[src/rtl/add_rr_arbiter_if.sv]
// Handshake bundle for add_rr_arbiter: per-requester operand channels
// plus the single result channel. slave = arbiter side, master = env side.
interface add_rr_arbiter_if #(
  parameter int NREQ  = 4,
  parameter int WIDTH = 8,
  parameter int TAGW  = 2
);
  logic [NREQ-1:0]       req_valid;
  logic [NREQ-1:0]       req_ready;
  logic [NREQ*WIDTH-1:0] req_a;
  logic [NREQ*WIDTH-1:0] req_b;
  logic                  out_valid;
  logic                  out_ready;
  logic [WIDTH-1:0]      out_sum;
  logic                  out_carry;
  logic [TAGW-1:0]       out_tag;

  modport slave (
    input  req_valid, req_a, req_b, out_ready,
    output req_ready, out_valid, out_sum, out_carry, out_tag
  );

  modport master (
    output req_valid, req_a, req_b, out_ready,
    input  req_ready, out_valid, out_sum, out_carry, out_tag
  );
endinterface

[src/rtl/add_rr_arbiter.sv]
// Round-robin shared registered adder. Ports: clk, reset (async high),
// io (slave): req_valid/ready/a/b in, out_valid/ready/sum/carry/tag out.
module add_rr_arbiter #(
  parameter int NREQ     = 4,
  parameter int WIDTH    = 8,
  parameter int SATURATE = 0,
  parameter int TAGW     = 2
) (
  input logic            clk,
  input logic            reset,
  add_rr_arbiter_if.slave io
);

  localparam logic [NREQ-1:0] ONE = NREQ'(1);

  logic [TAGW-1:0]  ptr;
  logic [TAGW-1:0]  ptr_nxt;
  logic             out_valid_q;
  logic [WIDTH-1:0] out_sum_q;
  logic             out_carry_q;
  logic [TAGW-1:0]  out_tag_q;

  logic             slot_free;
  logic [NREQ-1:0]  req;
  logic [NREQ-1:0]  mask;
  logic [NREQ-1:0]  hi;
  logic [NREQ-1:0]  gnt;
  logic [TAGW-1:0]  gnt_idx;
  logic             xfer;
  logic [WIDTH-1:0] sel_a;
  logic [WIDTH-1:0] sel_b;
  logic [WIDTH:0]   sum_full;

  assign slot_free = !out_valid_q || io.out_ready;
  assign req = (slot_free && !reset) ? io.req_valid : '0;

  // Bits at or above ptr form the first search window; if none of
  // them request, the lowest requester overall wins (the wrap).
  always_comb begin
    mask = '0;
    for (int i = 0; i < NREQ; i++) begin
      mask[i] = (i >= int'(ptr));
    end
  end

  assign hi  = req & mask;
  assign gnt = (|hi) ? (hi & (~hi + ONE))
                     : (req & (~req + ONE));
  assign xfer = |gnt;

  always_comb begin
    gnt_idx = '0;
    sel_a   = '0;
    sel_b   = '0;
    for (int i = 0; i < NREQ; i++) begin
      if (gnt[i]) begin
        gnt_idx = TAGW'(i);
        sel_a   = io.req_a[i*WIDTH +: WIDTH];
        sel_b   = io.req_b[i*WIDTH +: WIDTH];
      end
    end
  end

  assign sum_full = {1'b0, sel_a} + {1'b0, sel_b};

  assign ptr_nxt = (gnt_idx == TAGW'(NREQ-1)) ? '0
                                              : gnt_idx + TAGW'(1);

  always_ff @(posedge clk or posedge reset) begin
    if (reset) begin
      ptr         <= '0;
      out_valid_q <= 1'b0;
      out_sum_q   <= '0;
      out_carry_q <= 1'b0;
      out_tag_q   <= '0;
    end else if (xfer) begin
      ptr         <= ptr_nxt;
      out_valid_q <= 1'b1;
      out_carry_q <= sum_full[WIDTH];
      out_tag_q   <= gnt_idx;
      if (SATURATE != 0 && sum_full[WIDTH])
        out_sum_q <= '1;
      else
        out_sum_q <= sum_full[WIDTH-1:0];
    end else if (out_valid_q && io.out_ready) begin
      out_valid_q <= 1'b0;
    end
  end

  assign io.req_ready = gnt;
  assign io.out_valid = out_valid_q;
  assign io.out_sum   = out_sum_q;
  assign io.out_carry = out_carry_q;
  assign io.out_tag   = out_tag_q;

endmodule

[src/flat_wrapper.sv]
// flat-port wrapper written by rule: the top's interface ports become plain ports
module add_rr_arbiter_flat 
#(
  parameter int NREQ     = 4,
  parameter int WIDTH    = 8,
  parameter int SATURATE = 0,
  parameter int TAGW     = 2
)
  (clk, reset, io_req_valid, io_req_a, io_req_b, io_out_ready, io_req_ready, io_out_valid, io_out_sum, io_out_carry, io_out_tag);
  add_rr_arbiter_if #(.NREQ(NREQ), .WIDTH(WIDTH), .TAGW(TAGW)) io_i ();
  input logic clk;
  input logic reset;
  input wire logic [$bits(io_i.req_valid)-1:0] io_req_valid;
  input wire logic [$bits(io_i.req_a)-1:0] io_req_a;
  input wire logic [$bits(io_i.req_b)-1:0] io_req_b;
  input wire logic [$bits(io_i.out_ready)-1:0] io_out_ready;
  output wire logic [$bits(io_i.req_ready)-1:0] io_req_ready;
  output wire logic [$bits(io_i.out_valid)-1:0] io_out_valid;
  output wire logic [$bits(io_i.out_sum)-1:0] io_out_sum;
  output wire logic [$bits(io_i.out_carry)-1:0] io_out_carry;
  output wire logic [$bits(io_i.out_tag)-1:0] io_out_tag;
  assign io_i.req_valid = io_req_valid;
  assign io_i.req_a = io_req_a;
  assign io_i.req_b = io_req_b;
  assign io_i.out_ready = io_out_ready;
  assign io_req_ready = io_i.req_ready;
  assign io_out_valid = io_i.out_valid;
  assign io_out_sum = io_i.out_sum;
  assign io_out_carry = io_i.out_carry;
  assign io_out_tag = io_i.out_tag;
  add_rr_arbiter #(.NREQ(NREQ), .WIDTH(WIDTH), .SATURATE(SATURATE), .TAGW(TAGW)) u_core (.clk(clk), .reset(reset), .io(io_i));
endmodule
[config.mk]
export PLATFORM = sky130hd
export DESIGN_NAME = add_rr_arbiter_flat
export DESIGN_NICKNAME = d
export VERILOG_FILES = /design/src/rtl/add_rr_arbiter_if.sv /design/src/rtl/add_rr_arbiter.sv /design/src/flat_wrapper.sv
export SDC_FILE = /design/constraint.sdc
export NUM_CORES = 1
export LEC_CHECK = 0
export BUFFER_PORTS_ARGS = -buffer_cell sky130_fd_sc_hd__buf_4
export CAP_MARGIN = 15
export CELL_PAD_IN_SITES_DETAIL_PLACEMENT = 1
export CELL_PAD_IN_SITES_GLOBAL_PLACEMENT = 1
export CORE_AREA = 3 3 77 79
export CTS_CLUSTER_SIZE = 24
export DETAILED_ROUTE_END_ITERATION = 6
export DIE_AREA = 0 0 80 82
export MAX_ROUTING_LAYER = met4
export PLACE_DENSITY_LB_ADDON = 0.1
export SKIP_LAST_GASP = 1
export SYNTH_ARGS = -nofsm -noshare
export SYNTH_HDL_FRONTEND = slang
export SYNTH_SLANG_ARGS = --single-unit
[constraint.sdc]
create_clock -name clk -period 3.4 [get_ports clk]
set_input_delay 0.51 -clock clk [delete_from_list [all_inputs] [get_ports clk]]
set_output_delay 0.51 -clock clk [all_outputs]
set_load 0.02 [all_outputs]
==> results of run 1 <==
## cell usage in the layout, fill, tap and decap left out, drive strengths merged, types with 2 or more instances in the layout
cell type	instances
a211oi	2
a21o	5
a21oi	25
a22oi	16
a32oi	15
and3	3
buf	105
clkbuf	4
dfrtp	14
ha	8
inv	4
mux2	2
nand2	14
nand2b	2
nand3	2
nor2	9
nor3b	2
o211ai	2
o21a	2
o21ai	11
o221ai	17
o22ai	2
or2	2
xor2	2
## worst max path at each step
stage	endpoint	from	depth (start not counted)	slack (ns)
final	u_core.io.out_sum[7]	u_core.ptr[1]	13	0.21
after global routing	u_core.io.out_sum[6]	u_core.ptr[1]	14	-0.01
after CTS	u_core.io.out_sum[6]	u_core.ptr[1]	13	0.15
after detailed placement	u_core.io.out_sum[6]	io_req_valid[2]	13	0.006
after global placement	u_core.io.out_carry	io_req_valid[2]	13	0.07
after floorplan	u_core.io.out_carry	reset	15	0.07
## power groups by stage
stage	clock network [µW]	registers [µW]	logic [µW]
after floorplan	0	344	550
after global placement	0	297	940
after detailed placement	0	297	954
after CTS	169	295	957
after global routing	179	308	1050
final	164	295	953
## per-stage QoR
| step | TNS, ns | setup WS (ns) | hold WS [ns] | total power [µW] | instance area (µm²) |
|---|---|---|---|---|---|
| after detailed placement | 0 | 0.00640 | 0.472 | 1250 | 2450 |
| after CTS | 0 | 0.152 | 0.284 | 1420 | 2500 |
| final | 0 | 0.213 | 0.290 | 1410 | 2520 |
| after global routing | -0.0113 | -0.0113 | 0.289 | 1530 | 2520 |
| after global placement | 0 | 0.0729 | 0.463 | 1240 | 2450 |
| after floorplan | 0 | 0.0708 | 0.412 | 894 | 1700 |
## Yosys cell counts, types with 3 or more instances
cell	number	share of area, %
buf_6	4	2.6
o221ai_1	16	8.2
a21oi_2	3	1.5
a22oi_1	7	3.1
a22oi_2	9	6.6
clkbuf_1	4	0.88
dfrtp_1	14	21
and3_1	3	1.1
a21oi_1	22	6.5
nor2_1	9	2.0
inv_1	4	0.88
buf_4	5	2.2
nand2_1	14	3.1
a21o_1	4	1.8
buf_2	7	2.1
o21ai_0	8	2.4
ha_1	8	5.9
a32oi_1	15	7.7
## state kept, by name, indices dropped and copies added, names as in the netlist
register and count:
u_core.io.out_sum 8, u_core.ptr 2, u_core.io.out_tag 2, u_core.io.out_valid 1, u_core.io.out_carry 1
## cell families after synthesis
family,Yosys count,share of synthesized area [%]
AOI/OAI and AO/OA,106,50.0
and+or+nand+nor,37,10.2
xor gates and xnor gates,3,1.54
buffers and inverters,24,8.68
adders and majority gates,9,7.06
DFF,14,20.6
muxes,3,1.91
## critical path, stage by stage (launching register included)
cell and delay, ns:
dfrtp_2 0.44, buf_4 0.18, o21a_1 0.10, o22ai_1 0.19, and3_1 0.19, buf_4 0.20
a32oi_1 0.07, a22oi_1 0.26, ha_1 0.32, and3_1 0.20, a221o_1 0.36, nor3b_1 0.15
a311oi_1 0.25, o21ai_0 0.11
## final cells by class
cell class / instances / area, µm² / share of cell area (%)
multi-input cells: 158 / 1220 / 48.5
flip-flops and latches: 14 / 352 / 13.9
well taps: 72 / 90.1 / 3.57
repair buffers: 105 / 788 / 31.2
clock buffers: 4 / 55.1 / 2.18
inverters: 4 / 15.0 / 0.595
## metal layers
| layer | track usage (%) | wire (µm) | up-vias | part of all wire, % |
|---|---|---|---|---|
| met5 | - | 0 | - | 0 |
| met3 | 2.41 | 234 | 4 | 3.9 |
| met4 | 2.87 | 38 | 0 | 0.63 |
| met1 | 23.8 | 2610 | 980 | 44 |
| li1 | - | - | 967 | - |
| met2 | 31.5 | 3120 | 43 | 52 |
==> flow_summary.ini, run 1 <==
[synth]
syn_area_per_cell_um2 = 8.68
synth-edff-count = 0
synth.ff_latch_count = 14
ys_seq_area_share_pct = 20.6
async_flop_share_pct = 100
synth_nets = 276
synthCells = 196
yosys_warnings = 0
synth.distinct_cells = 48
ys.flop_type = dfrtp_1
synth_area_um2 = 1700

[flow_run]
maxCapViolCount = 0

[floorplanning]
die_area_um2 = 6560
io-pin-count = 87
start_util_pct = 31.5
fp.dieW_um = 80
fp.coreArea_um2 = 5410
die_h_um = 82
rows = 27

[power_and_ir_drop]
ir_worst_vdd_mv = 0.388
clockPowerShare_pct = 11.6
p_switching_uw = 627
combPwrFrac_pct = 67.5
power.internal_uw = 785
power_leakage_uw = 0.00117
switching_share_pct = 44.4
p_per_area_nw_per_um2 = 560
seq_power_share_pct = 20.9

[clock_network]
cts_made_buffers = 3
postCtsHoldBufs = 0
post_cts_buffers = 0
clk_latency_ns = 0.25
clock-root-buffer = clkbuf_8
post_cts_resized = 0
cts.sinks = 14
path_clk_slew_ns = 0.06
cts-htree-levels = 1
clock_path_buffers = 2
cts_tree = done

[critical_path]
crit_path_max_fanout = 13
worstPathRequired_ns = 3.49
critPathKind = reg2reg
cp-end-kind = register
startpoint_type = register
r2r_cells = 13
cp_data_arrival_time_ns = 3.27
reg2reg_to = u_core.io.out_sum[7]
regToRegSetupSlack_ns = 0.21
timing.rr.start = u_core.ptr[1]

[grt]
grt_pass1_wl_mm = 9.49
grt_use_total_pct = 18.5
grt_pass1_vias = 1996
grt_overflow_total = 0
grt_max_degree = 21
antenna_found_initial = 0

[sta]
fmax_mhz = 314
rsz0062_at_grt = yes
setup_viol = 0
post-route-period-util_pct = 93.7
period_minus_slack_ns = 3.19
max-slew-margin-rel_pct = 38.8
hold_viol = 0
tightest_slew_ns = 0.916
skew_ns = 0.00707
slew_violations = 0

[detailed_routing]
drcViolationCount = 0
dr.pass1.iters = 4
drtAntennaViolNets = 0
vias = 1994
vias_per_cell = 5.59
drt_wl_total_mm = 6.00
drt_iter0_markers = 34
wl_per_cell_um = 16.8

[place]
portBuffers = 86
hpwlAfterDp_mm = 4.89
gp_congestion = 0.878
placed_cells = 353

[final_layout]
drive_gt1_share_pct = 46.3
final_util_pct = 46.7
syn2layout_area_growth_pct = 48.2
antenna_cells = 0
fin_cells = 357
final_net_count = 366
fillCellCount = 661

[outcome]
status = completed

[worst_hold_path]
hold_path_class = in2async
Power figures use the tool's default switching activity.
==> run 2, diff against run 1 <==
--- a/config.mk
+++ b/config.mk
@@ -10,10 +10,10 @@
 export CELL_PAD_IN_SITES_DETAIL_PLACEMENT = 1
 export CELL_PAD_IN_SITES_GLOBAL_PLACEMENT = 1
 export CORE_AREA = 3 3 77 79
+export CTS_CLUSTER_DIAMETER = 30
 export CTS_CLUSTER_SIZE = 24
 export DETAILED_ROUTE_END_ITERATION = 6
 export DIE_AREA = 0 0 80 82
-export MAX_ROUTING_LAYER = met4
 export PLACE_DENSITY_LB_ADDON = 0.1
 export SKIP_LAST_GASP = 1
 export SYNTH_ARGS = -nofsm -noshare
==> flow_summary.ini, run 2 (synthesis gave the netlist of run 1 again) <==
[outcome]
status = completed

[clock_network]
cts-htree-levels = 1
clk_latency_ns = 0.25
post_cts_buffers = 0
path_clk_slew_ns = 0.06
clock-root-buffer = clkbuf_8
postCtsHoldBufs = 0
post_cts_resized = 0
clock_path_buffers = 2
cts.sinks = 14
cts_made_buffers = 3
cts_tree = done

[worst_hold_path]
hold_path_class = in2async

[critical_path]
cp_top_family = compound AO/OA/AOI/OAI gates
r2r_cells = 13
critPathKind = reg2reg
crit_path_max_fanout = 13
startpoint = u_core.ptr[1]
crit_path_end = u_core.io.out_sum[7]
max_stage_delay_ns = 0.44
timing.rr.start = u_core.ptr[1]
crit_buf_inv = 2
regToRegSetupSlack_ns = 0.21
reg2reg_to = u_core.io.out_sum[7]
cp_slowest_cell = dfrtp_2
worstPathRequired_ns = 3.49
startpoint_type = register
crit_cells = 13
crit_chain = buf_4 -> o21a_1 -> o22ai_1 -> and3_1 -> buf_4 -> a32oi_1 -> a22oi_1 -> ha_1 -> and3_1 -> a221o_1 -> nor3b_1 -> a311oi_1 -> o21ai_0
cp_data_arrival_time_ns = 3.28
cp-end-kind = register

[power_and_ir_drop]
ir_worst_vdd_mv = 0.388
power_leakage_uw = 0.00117
p_per_area_nw_per_um2 = 560

[sta]
hold_viol = 0
tightest_slew_ns = 0.917
whs_ns = 0.290
period_minus_slack_ns = 3.19
post-route-period-util_pct = 93.8
final.setup.tns_ns = 0
rsz0062_at_grt = yes
setup_ws_ns = 0.210
fmax_mhz = 313
setup_viol = 0
skew_ns = 0.00708
slew_violations = 0
max-slew-margin-rel_pct = 38.6

[floorplanning]
fp.coreArea_um2 = 5410
fp.dieW_um = 80
start_util_pct = 31.5
io-pin-count = 87
die_h_um = 82
rows = 27
die_area_um2 = 6560

[grt]
grt_overflow_total = 0
grt_max_degree = 21
grt_pass1_vias = 1994
grt_pass1_wl_mm = 9.49
grt_use_total_pct = 18.0
antenna_found_initial = 0

[detailed_routing]
drt_wl_total_mm = 5.98
vias_per_cell = 5.59
vias = 1994
drcViolationCount = 0
wl_per_cell_um = 16.7
drt_iter0_markers = 39
dr.pass1.iters = 4
drtAntennaViolNets = 0

[place]
portBuffers = 86
placed_cells = 353
detailedPlace.worstSlack_ns = 0.00640
gp_congestion = 0.864
hpwlAfterDp_mm = 4.89

[final_layout]
drive_gt1_share_pct = 46.3
final_cell_mix = buf_4, a21oi_1, o221ai_1
fin_cells = 357
fillCellCount = 661
multi_input_area_um2 = 1220
syn2layout_area_growth_pct = 48.2
layout_commonest_cell = buf_4
largest_reg_flops = 8
antenna_cells = 0
final_net_count = 366
final_util_pct = 46.7
regArea_um2 = 352

[flow_run]
maxCapViolCount = 0
run 2: per-stage QoR:
step                cell area, µm²  power [µW]
floorplan                     1700         894
global placement              2450        1240
detailed placement            2450        1250
CTS                           2500        1420
global route                  2520        1530
finish                        2520        1410
run 2: final cells by class:
class | count | area share (%)
Sequential cell | 14 | 13.9
Clock buffer | 4 | 2.18
Inverter | 4 | 0.595
Multi-Input combinational cell | 158 | 48.5
Tap cell | 72 | 3.57
Timing Repair Buffer | 105 | 31.2
run 2: per-layer routing:
metal,up-vias,routed length [µm],GRT usage (%)
met1,974,2570,23.6
met3,4,253,2.63
li1,969,-,-
met4,0,38,2.87
met2,47,3110,31.5
met5,-,0,0
run 2: worst min-delay path by stage:
stage / from / endpoint / slack [ns] / cells past startpoint
detailed placement: u_core.io.out_tag[0] / u_core.io.out_tag[0] / 0.47 / 1
finish: reset / u_core.io.out_sum[6] / 0.29 / 3
floorplan: reset / u_core.io.out_carry / 0.41 / 1
global route: reset / u_core.io.out_sum[6] / 0.29 / 3
global placement: u_core.io.out_tag[0] / u_core.io.out_tag[0] / 0.46 / 1
CTS: reset / u_core.io.out_sum[6] / 0.28 / 3
run 2: where the power goes:
part / switching [µW] / internal (µW) / total [µW]
Combinational: 507 / 445 / 952
Clock: 61.6 / 103 / 164
Sequential: 58.2 / 237 / 295
Total: 627 / 785 / 1410
run 2: tightest hold or removal path, cell delays in order:
cell and delay [ns]:
buf_4 0.11, inv_1 0.10, buf_4 0.17
